$ cat config.mk
export PLATFORM = sky130hd
export DESIGN_NAME = head_flit_queue_decoder_flat
export DESIGN_NICKNAME = d
export VERILOG_FILES = /design/src/rtl/head_flit_queue_decoder_pkg.sv /design/src/rtl/head_flit_queue_decoder_if.sv /design/src/rtl/head_flit_queue_decoder_hfq_fifo.sv /design/src/rtl/head_flit_queue_decoder.sv /design/src/flat_wrapper.sv
export SDC_FILE = /design/constraint.sdc
export NUM_CORES = 1
export LEC_CHECK = 0
export ABC_CLOCK_PERIOD_IN_PS = 5900
export BUFFER_PORTS_ARGS = -buffer_cell sky130_fd_sc_hd__buf_4
export CELL_PAD_IN_SITES_DETAIL_PLACEMENT = 0
export CELL_PAD_IN_SITES_GLOBAL_PLACEMENT = 1
export CORE_MARGIN = 2
export CORE_UTILIZATION = 50
export CTS_BUF_LIST = sky130_fd_sc_hd__clkbuf_8
export DETAILED_ROUTE_END_ITERATION = 7
export GPL_ROUTABILITY_DRIVEN = 0
export PLACE_DENSITY = 0.93
export SYNTH_ARGS = -nofsm -noshare
export SYNTH_HDL_FRONTEND = slang
export SYNTH_SLANG_ARGS = --single-unit
$ cat constraint.sdc
create_clock -name clk -period 5.9 [get_ports clk]
set_input_delay 0.885 -clock clk [delete_from_list [all_inputs] [get_ports clk]]
set_output_delay 0.885 -clock clk [all_outputs]
set_load 0.01 [all_outputs]
$ cat src/rtl/head_flit_queue_decoder_pkg.sv
// -----------------------------------------------------------------------------
// head_flit_queue_decoder_pkg
// Shared definitions for the head-flit queue/decoder slice.
//   port_e     : encoding of the output-port request sent to the switch allocator
//   dest_width : number of low header bits that hold the destination node ID
// -----------------------------------------------------------------------------
package head_flit_queue_decoder_pkg;

   // Output-port request encoding. PORT_RSVD is never produced by the router.
   typedef enum logic [1:0] {
      PORT_LOCAL = 2'd0,
      PORT_INC   = 2'd1,
      PORT_DEC   = 2'd2,
      PORT_RSVD  = 2'd3
   } port_e;

   // Width of the destination field for a network of 'nodes' nodes.
   // A one-node or two-node network still needs a single bit.
   function automatic int dest_width(input int nodes);
      return (nodes <= 2) ? 1 : $clog2(nodes);
   endfunction

endpackage

$ cat src/rtl/head_flit_queue_decoder_if.sv
// -----------------------------------------------------------------------------
// head_flit_queue_decoder_if
// Bundles the control-side handshake of the head-flit queue/decoder.
//   master : input-port control FSM (drives push/pop/decode strobes)
//   slave  : head_flit_queue_decoder (returns FIFO status, head phit, request)
// Signals:
//   wr_en/din   push a header phit
//   rd_en       pop the oldest entry
//   full/empty/count/dout  FIFO status and first-word-fall-through head
//   decode      request decode of dout
//   request/decoded  registered output-port request and its one-cycle pulse
// -----------------------------------------------------------------------------
interface head_flit_queue_decoder_if #(
   parameter int DATA_WIDTH    = 8,
   parameter int FIFO_DEPTH    = 4,
   parameter int REQUEST_WIDTH = 2
);

   localparam int CNT_W = $clog2(FIFO_DEPTH) + 1;

   logic                     wr_en;
   logic [DATA_WIDTH-1:0]    din;
   logic                     rd_en;
   logic                     full;
   logic                     empty;
   logic [DATA_WIDTH-1:0]    dout;
   logic [CNT_W-1:0]         count;
   logic                     decode;
   logic [REQUEST_WIDTH-1:0] request;
   logic                     decoded;

   modport master (
      output wr_en, din, rd_en, decode,
      input  full, empty, dout, count, request, decoded
   );

   modport slave (
      input  wr_en, din, rd_en, decode,
      output full, empty, dout, count, request, decoded
   );

endinterface

$ cat src/rtl/head_flit_queue_decoder_hfq_fifo.sv
// -----------------------------------------------------------------------------
// hfq_fifo
// First-word-fall-through circular buffer holding header phits.
// Ports:
//   clk, rst        clock and synchronous active-high reset
//   wr_en, din      push (accepted when not full, or when popping the same cycle)
//   rd_en           pop (accepted when not empty)
//   full, empty     occupancy flags
//   count           current occupancy, 0..FIFO_DEPTH
//   dout            oldest entry, 0 while empty
// -----------------------------------------------------------------------------
module hfq_fifo #(
   parameter int DATA_WIDTH = 8,
   parameter int FIFO_DEPTH = 4
) (
   input  logic                          clk,
   input  logic                          rst,
   input  logic                          wr_en,
   input  logic [DATA_WIDTH-1:0]         din,
   input  logic                          rd_en,
   output logic                          full,
   output logic                          empty,
   output logic [$clog2(FIFO_DEPTH):0]   count,
   output logic [DATA_WIDTH-1:0]         dout
);

   localparam int AW = $clog2(FIFO_DEPTH);
   localparam int CW = AW + 1;

   logic [AW-1:0]         wptr_q, wptr_d;
   logic [AW-1:0]         rptr_q, rptr_d;
   logic [CW-1:0]         count_q, count_d;
   logic [DATA_WIDTH-1:0] mem_q [FIFO_DEPTH];
   logic [DATA_WIDTH-1:0] mem_d [FIFO_DEPTH];
   logic                  do_write;
   logic                  do_read;

   assign empty = (count_q == '0);
   assign full  = (count_q == CW'(FIFO_DEPTH));
   assign count = count_q;
   assign dout  = empty ? '0 : mem_q[rptr_q];

   // A push into a full buffer is still taken when a pop frees the head slot
   // in the same cycle; pointers wrap naturally because the depth is a power of two.
   always_comb begin
      do_read  = rd_en & ~empty;
      do_write = wr_en & (~full | rd_en);

      wptr_d  = do_write ? wptr_q + AW'(1) : wptr_q;
      rptr_d  = do_read  ? rptr_q + AW'(1) : rptr_q;

      count_d = count_q;
      case ({do_write, do_read})
         2'b10:   count_d = count_q + CW'(1);
         2'b01:   count_d = count_q - CW'(1);
         default: count_d = count_q;
      endcase

      mem_d = mem_q;
      if (do_write) begin
         mem_d[wptr_q] = din;
      end
   end

   always_ff @(posedge clk) begin
      if (rst) begin
         wptr_q  <= '0;
         rptr_q  <= '0;
         count_q <= '0;
      end else begin
         wptr_q  <= wptr_d;
         rptr_q  <= rptr_d;
         count_q <= count_d;
      end
   end

   // Storage needs no reset: dout is forced to 0 whenever the buffer is empty.
   always_ff @(posedge clk) begin
      mem_q <= mem_d;
   end

endmodule

$ cat src/rtl/head_flit_queue_decoder.sv
// -----------------------------------------------------------------------------
// head_flit_queue_decoder
// Per-VC head-flit front end of a router input port: a FWFT header FIFO plus a
// 1D routing decoder that turns the oldest header into an output-port request.
// Ports:
//   clk, rst  clock and synchronous active-high reset
//   bus       head_flit_queue_decoder_if.slave (push/pop/decode strobes in,
//             FIFO status, head phit, request and decoded pulse out)
// The interface instance must use the same DATA_WIDTH, FIFO_DEPTH and
// REQUEST_WIDTH as this module.
// -----------------------------------------------------------------------------
module head_flit_queue_decoder
   import head_flit_queue_decoder_pkg::*;
#(
   parameter int N             = 4,
   parameter int INDEX         = 1,
   parameter int DATA_WIDTH    = 8,
   parameter int PhitPerFlit   = 2,
   parameter int FIFO_DEPTH    = 4,
   parameter int REQUEST_WIDTH = 2
) (
   input  logic                       clk,
   input  logic                       rst,
   head_flit_queue_decoder_if.slave   bus
);

   localparam int          DEST_W  = dest_width(N);
   localparam logic [31:0] INDEX_U = 32'(INDEX);

   // Elaboration-time sanity check of the parameter set.
   if (PhitPerFlit < 1 || FIFO_DEPTH < 2 || (FIFO_DEPTH & (FIFO_DEPTH - 1)) != 0 ||
       REQUEST_WIDTH < 2 || INDEX < 0 || INDEX >= N || DEST_W > DATA_WIDTH) begin : g_bad_params
      $error("head_flit_queue_decoder: illegal parameter combination");
   end

   logic [DATA_WIDTH-1:0]    head;
   logic [DEST_W-1:0]        dest;
   logic [31:0]              dest_ext;
   port_e                    route;
   logic [REQUEST_WIDTH-1:0] request_q, request_d;
   logic                     decoded_q, decoded_d;

   hfq_fifo #(
      .DATA_WIDTH (DATA_WIDTH),
      .FIFO_DEPTH (FIFO_DEPTH)
   ) u_fifo (
      .clk   (clk),
      .rst   (rst),
      .wr_en (bus.wr_en),
      .din   (bus.din),
      .rd_en (bus.rd_en),
      .full  (bus.full),
      .empty (bus.empty),
      .count (bus.count),
      .dout  (head)
   );

   assign bus.dout    = head;
   assign bus.request = request_q;
   assign bus.decoded = decoded_q;

   assign dest     = head[DEST_W-1:0];
   assign dest_ext = 32'(dest);

   // Only the destination field matters for routing; the rest of the header is
   // carried through dout untouched.
   if (DATA_WIDTH > DEST_W) begin : g_unused_hdr
      logic unused_hdr_bits;
      assign unused_hdr_bits = ^head[DATA_WIDTH-1:DEST_W];
   end

   // Linear 1D routing: eject at home, otherwise move toward the destination ID.
   always_comb begin
      route = PORT_LOCAL;
      if (dest_ext > INDEX_U) begin
         route = PORT_INC;
      end else if (dest_ext < INDEX_U) begin
         route = PORT_DEC;
      end
   end

   // A decode is only honoured with a valid head; it samples the pre-pop dout,
   // so a simultaneous rd_en does not disturb it. request holds otherwise.
   always_comb begin
      request_d = request_q;
      decoded_d = 1'b0;
      if (bus.decode && !bus.empty) begin
         request_d = REQUEST_WIDTH'(route);
         decoded_d = 1'b1;
      end
   end

   always_ff @(posedge clk) begin
      if (rst) begin
         request_q <= '0;
         decoded_q <= 1'b0;
      end else begin
         request_q <= request_d;
         decoded_q <= decoded_d;
      end
   end

endmodule

$ cat src/flat_wrapper.sv
// flat-port wrapper written by rule: the top's interface ports become plain ports
module head_flit_queue_decoder_flat import head_flit_queue_decoder_pkg::*;
#(
   parameter int N             = 4,
   parameter int INDEX         = 1,
   parameter int DATA_WIDTH    = 8,
   parameter int PhitPerFlit   = 2,
   parameter int FIFO_DEPTH    = 4,
   parameter int REQUEST_WIDTH = 2
)
  (clk, rst, bus_wr_en, bus_din, bus_rd_en, bus_decode, bus_full, bus_empty, bus_dout, bus_count, bus_request, bus_decoded);
  head_flit_queue_decoder_if #(.DATA_WIDTH(DATA_WIDTH), .FIFO_DEPTH(FIFO_DEPTH), .REQUEST_WIDTH(REQUEST_WIDTH)) bus_i ();
  input  logic clk;
  input  logic rst;
  input wire logic [$bits(bus_i.wr_en)-1:0] bus_wr_en;
  input wire logic [$bits(bus_i.din)-1:0] bus_din;
  input wire logic [$bits(bus_i.rd_en)-1:0] bus_rd_en;
  input wire logic [$bits(bus_i.decode)-1:0] bus_decode;
  output wire logic [$bits(bus_i.full)-1:0] bus_full;
  output wire logic [$bits(bus_i.empty)-1:0] bus_empty;
  output wire logic [$bits(bus_i.dout)-1:0] bus_dout;
  output wire logic [$bits(bus_i.count)-1:0] bus_count;
  output wire logic [$bits(bus_i.request)-1:0] bus_request;
  output wire logic [$bits(bus_i.decoded)-1:0] bus_decoded;
  assign bus_i.wr_en = bus_wr_en;
  assign bus_i.din = bus_din;
  assign bus_i.rd_en = bus_rd_en;
  assign bus_i.decode = bus_decode;
  assign bus_full = bus_i.full;
  assign bus_empty = bus_i.empty;
  assign bus_dout = bus_i.dout;
  assign bus_count = bus_i.count;
  assign bus_request = bus_i.request;
  assign bus_decoded = bus_i.decoded;
  head_flit_queue_decoder #(.N(N), .INDEX(INDEX), .DATA_WIDTH(DATA_WIDTH), .PhitPerFlit(PhitPerFlit), .FIFO_DEPTH(FIFO_DEPTH), .REQUEST_WIDTH(REQUEST_WIDTH)) u_core (.clk(clk), .rst(rst), .bus(bus_i));
endmodule
==> reports/metrics.cfg <==
[worst_setup_path]
slowest_stage = dfxtp_1
crit_chain = mux4_1 -> nor2b_1 -> buf_4
worstSetupStartpoint = u_core.u_fifo.rptr_q[0]
cp-end-kind = output port
cp_max_fo = 10
regToRegEndpoint = u_core.u_fifo.count[2]
r2r-start = u_core.u_fifo.count[2]
crit_path_max_incr_delay_ns = 0.69
reg2reg_depth = 9
crit_path_start_kind = flip-flop
crit_type = reg -> out
rrSetupSlack_ns = 3.55
required_ns = 5.02
crit_arrival_ns = 1.93

[layout]
fillCellCount = 270
layout_common_cells = edfxtp_1 (32), buf_4 (28), dfxtp_1 (10), inv_1 (9)
drive_gt1_share_pct = 25.5
area_growth_pct = 19.8
final_common_cell = edfxtp_1
n_antenna_cell = 0
finalNetCount = 163
fin_area_um2 = 2120

[die]
die_w_um = 63.5
die-area_um2 = 4040
die_y_um = 63.5
core_um2 = 3360
rows = 21
initial_core_util_pct = 52.7
pin_count = 29

[global_routing]
grt_max_degree = 14
grt_overflow = 0
grt_pass1_vias = 999
grt_pass1_wl_mm = 4.73
antenna_found_initial = 0
grt_usage_pct = 16.0

[status]
status = complete, no violations

[timing]
fmax_mhz = 355
max_slew_margin_pct = 34.1
skew_ns = 0.00748
setup_slack_ns = 3.08
period_minus_slack_ns = 2.82
setup_tns_ns = 0
finalCritPeriodShare_pct = 47.8
setup_violations = 0
report.final.hold_viol_count = 0
slew_viol_final = 0
rsz0062_at_grt = false
worst_pin_slew_ns = 0.980

[synth]
ys_ff_latch = 42
synthXorXnorAreaFrac_pct = 1.98
syn-num-nets = 133
syn_avg_cell_area_um2 = 15.6
synth_cells = 114
synthMuxAreaShare_pct = 12.0
ys_seq_area_share_pct = 65.5
syn_area_um2 = 1770
async_reset_ff_share_pct = 0
synth-edff-count = 32
synth-main-ff-cell = edfxtp_1
synthAdderAreaFrac_pct = 4.66
synth-simple-area-share_pct = 9.10
synth_compound_area_share_pct = 3.60
yosysWarnings = 0
synth_top_family_by_area = multiplexers
ys_types = 24

[routing]
drcViolationCount = 0
num_vias = 989
wire_per_inst_um = 15.1
wl_mm = 2.88
drt_iter0_drc = 18
drt_first_pass_iters = 4
vias_per_cell = 5.18
antenna_left = 0

[worst_hold_path]
min_from = u_core.bus.request[1]
hold_path_depth = 2
min_to = u_core.bus.request[1]
hp-class = reg -> reg

[place]
dp_hpwl_mm = 2.05
portBuffers = 28
place_ws_ns = 3.08
dpl_cell_area_um2 = 2010

[clocking]
post_cts_resized = 0
htreeDepth = 2
cts_tree = yes
cts_buffers = 5
clk_transition_reported_paths_ns = 0.08
cts_root_buffer = clkbuf_8
cts_setup_buffers = 0
clk_path_buf_depth = 2
worstSkewPairLatency_ns = 0.29
clock-sinks = 42
cts_hold_buffers = 0

[pwr]
leakage_nw = 0.816
power-per-cell-area_nw_per_um2 = 408
vdd_drop_max_v = 0.000191

[run]
drv_cap = 0

==> registers in the layout, indices dropped and copies added (netlist names) <==
signal	cells
u_core.u_fifo.count	3
u_core.bus.request	2
u_core.u_fifo.rptr_q	2
u_core.bus.decoded	1
u_core.u_fifo.wptr_q	2
u_core.u_fifo.mem_q	32
==> critical path: cells and delay by family, from the launching register on <==
family        cells  cell delay (ns)
flops             1             0.69
buf+inv           1             0.18
simple gates      1             0.15
mux               1             0.63
==> where the power goes <==
part	total (mW)	switching (mW)	internal, mW	leakage (nW)
clock	0.219	0.0941	0.124	0.0556
sequential	0.391	0.0412	0.349	0.376
combinational	0.259	0.121	0.138	0.385
total	0.868	0.256	0.612	0.816
==> layer usage <==
| layer | track usage (%) | part of all wire [%] |
|---|---|---|
| met4 | 5.71 | 1.0 |
| met1 | 18.6 | 39 |
| met3 | 4.82 | 4.4 |
| met2 | 28.0 | 55 |
| met5 | 0 | 0 |
==> area by class of cell <==
| class | count | area [um^2] | area share, % |
|---|---|---|---|
| clock buffers | 5 | 68.8 | 3.24 |
| clock inverters | 3 | 41.3 | 1.94 |
| well taps | 46 | 57.6 | 2.71 |
| inverters | 8 | 30.0 | 1.41 |
| multi-input cells | 59 | 556 | 26.1 |
| repair buffers | 28 | 210 | 9.89 |
| flip-flops and latches | 42 | 1160 | 54.7 |
==> cells by family (layout without fill, tap and decap cells) <==
logic type / Yosys count / count (layout)
xor gates and xnor gates: 4 / 4
and+or+nand+nor: 29 / 29
muxes: 9 / 9
DFF: 42 / 42
adders and majority gates: 6 / 6
AOI/OAI and AO/OA: 11 / 11
buffers and inverters: 13 / 44
==> how the worst max path moves through the flow <==
stage / cells after the start / slack (ns) / end
6_report: 3 / 3.08 / bus_dout[2]
5_1_grt: 3 / 2.92 / bus_dout[5]
4_1_cts: 3 / 3.05 / bus_dout[3]
3_5_place_dp: 10 / 3.08 / u_core.u_fifo.count[2]
3_3_place_gp: 10 / 3.17 / u_core.u_fifo.count[2]
2_1_floorplan: 9 / 3.35 / u_core.u_fifo.count[2]
==> cell usage after synthesis (all sizes together) (2+ instances only) <==
master / count / area, um^2
and3: 5 / 31.3
edfxtp: 32 / 961
nor2: 8 / 30.0
a21oi: 5 / 25.0
mux4: 8 / 203
or3: 2 / 12.5
nor2b: 8 / 50.1
xor2: 4 / 35.0
o31ai: 2 / 15.0
nand3: 2 / 10.0
inv: 8 / 30.0
dfxtp: 10 / 200
ha: 5 / 62.6
o21ai: 3 / 15.0
clkbuf: 4 / 15.0
==> per-stage QoR <==
step           hold WS [ns]  power, mW  utilization, %  cells
2_1_floorplan         0.476      0.550               -    114
3_3_place_gp          0.442      0.649            59.9    183
3_5_place_dp          0.449      0.661            59.9    183
4_1_cts               0.460      0.878            63.2    191
5_1_grt               0.486      0.918            63.2    191
6_report              0.459      0.868            63.2    191
Note: power is estimated with default switching activity, not from simulation.
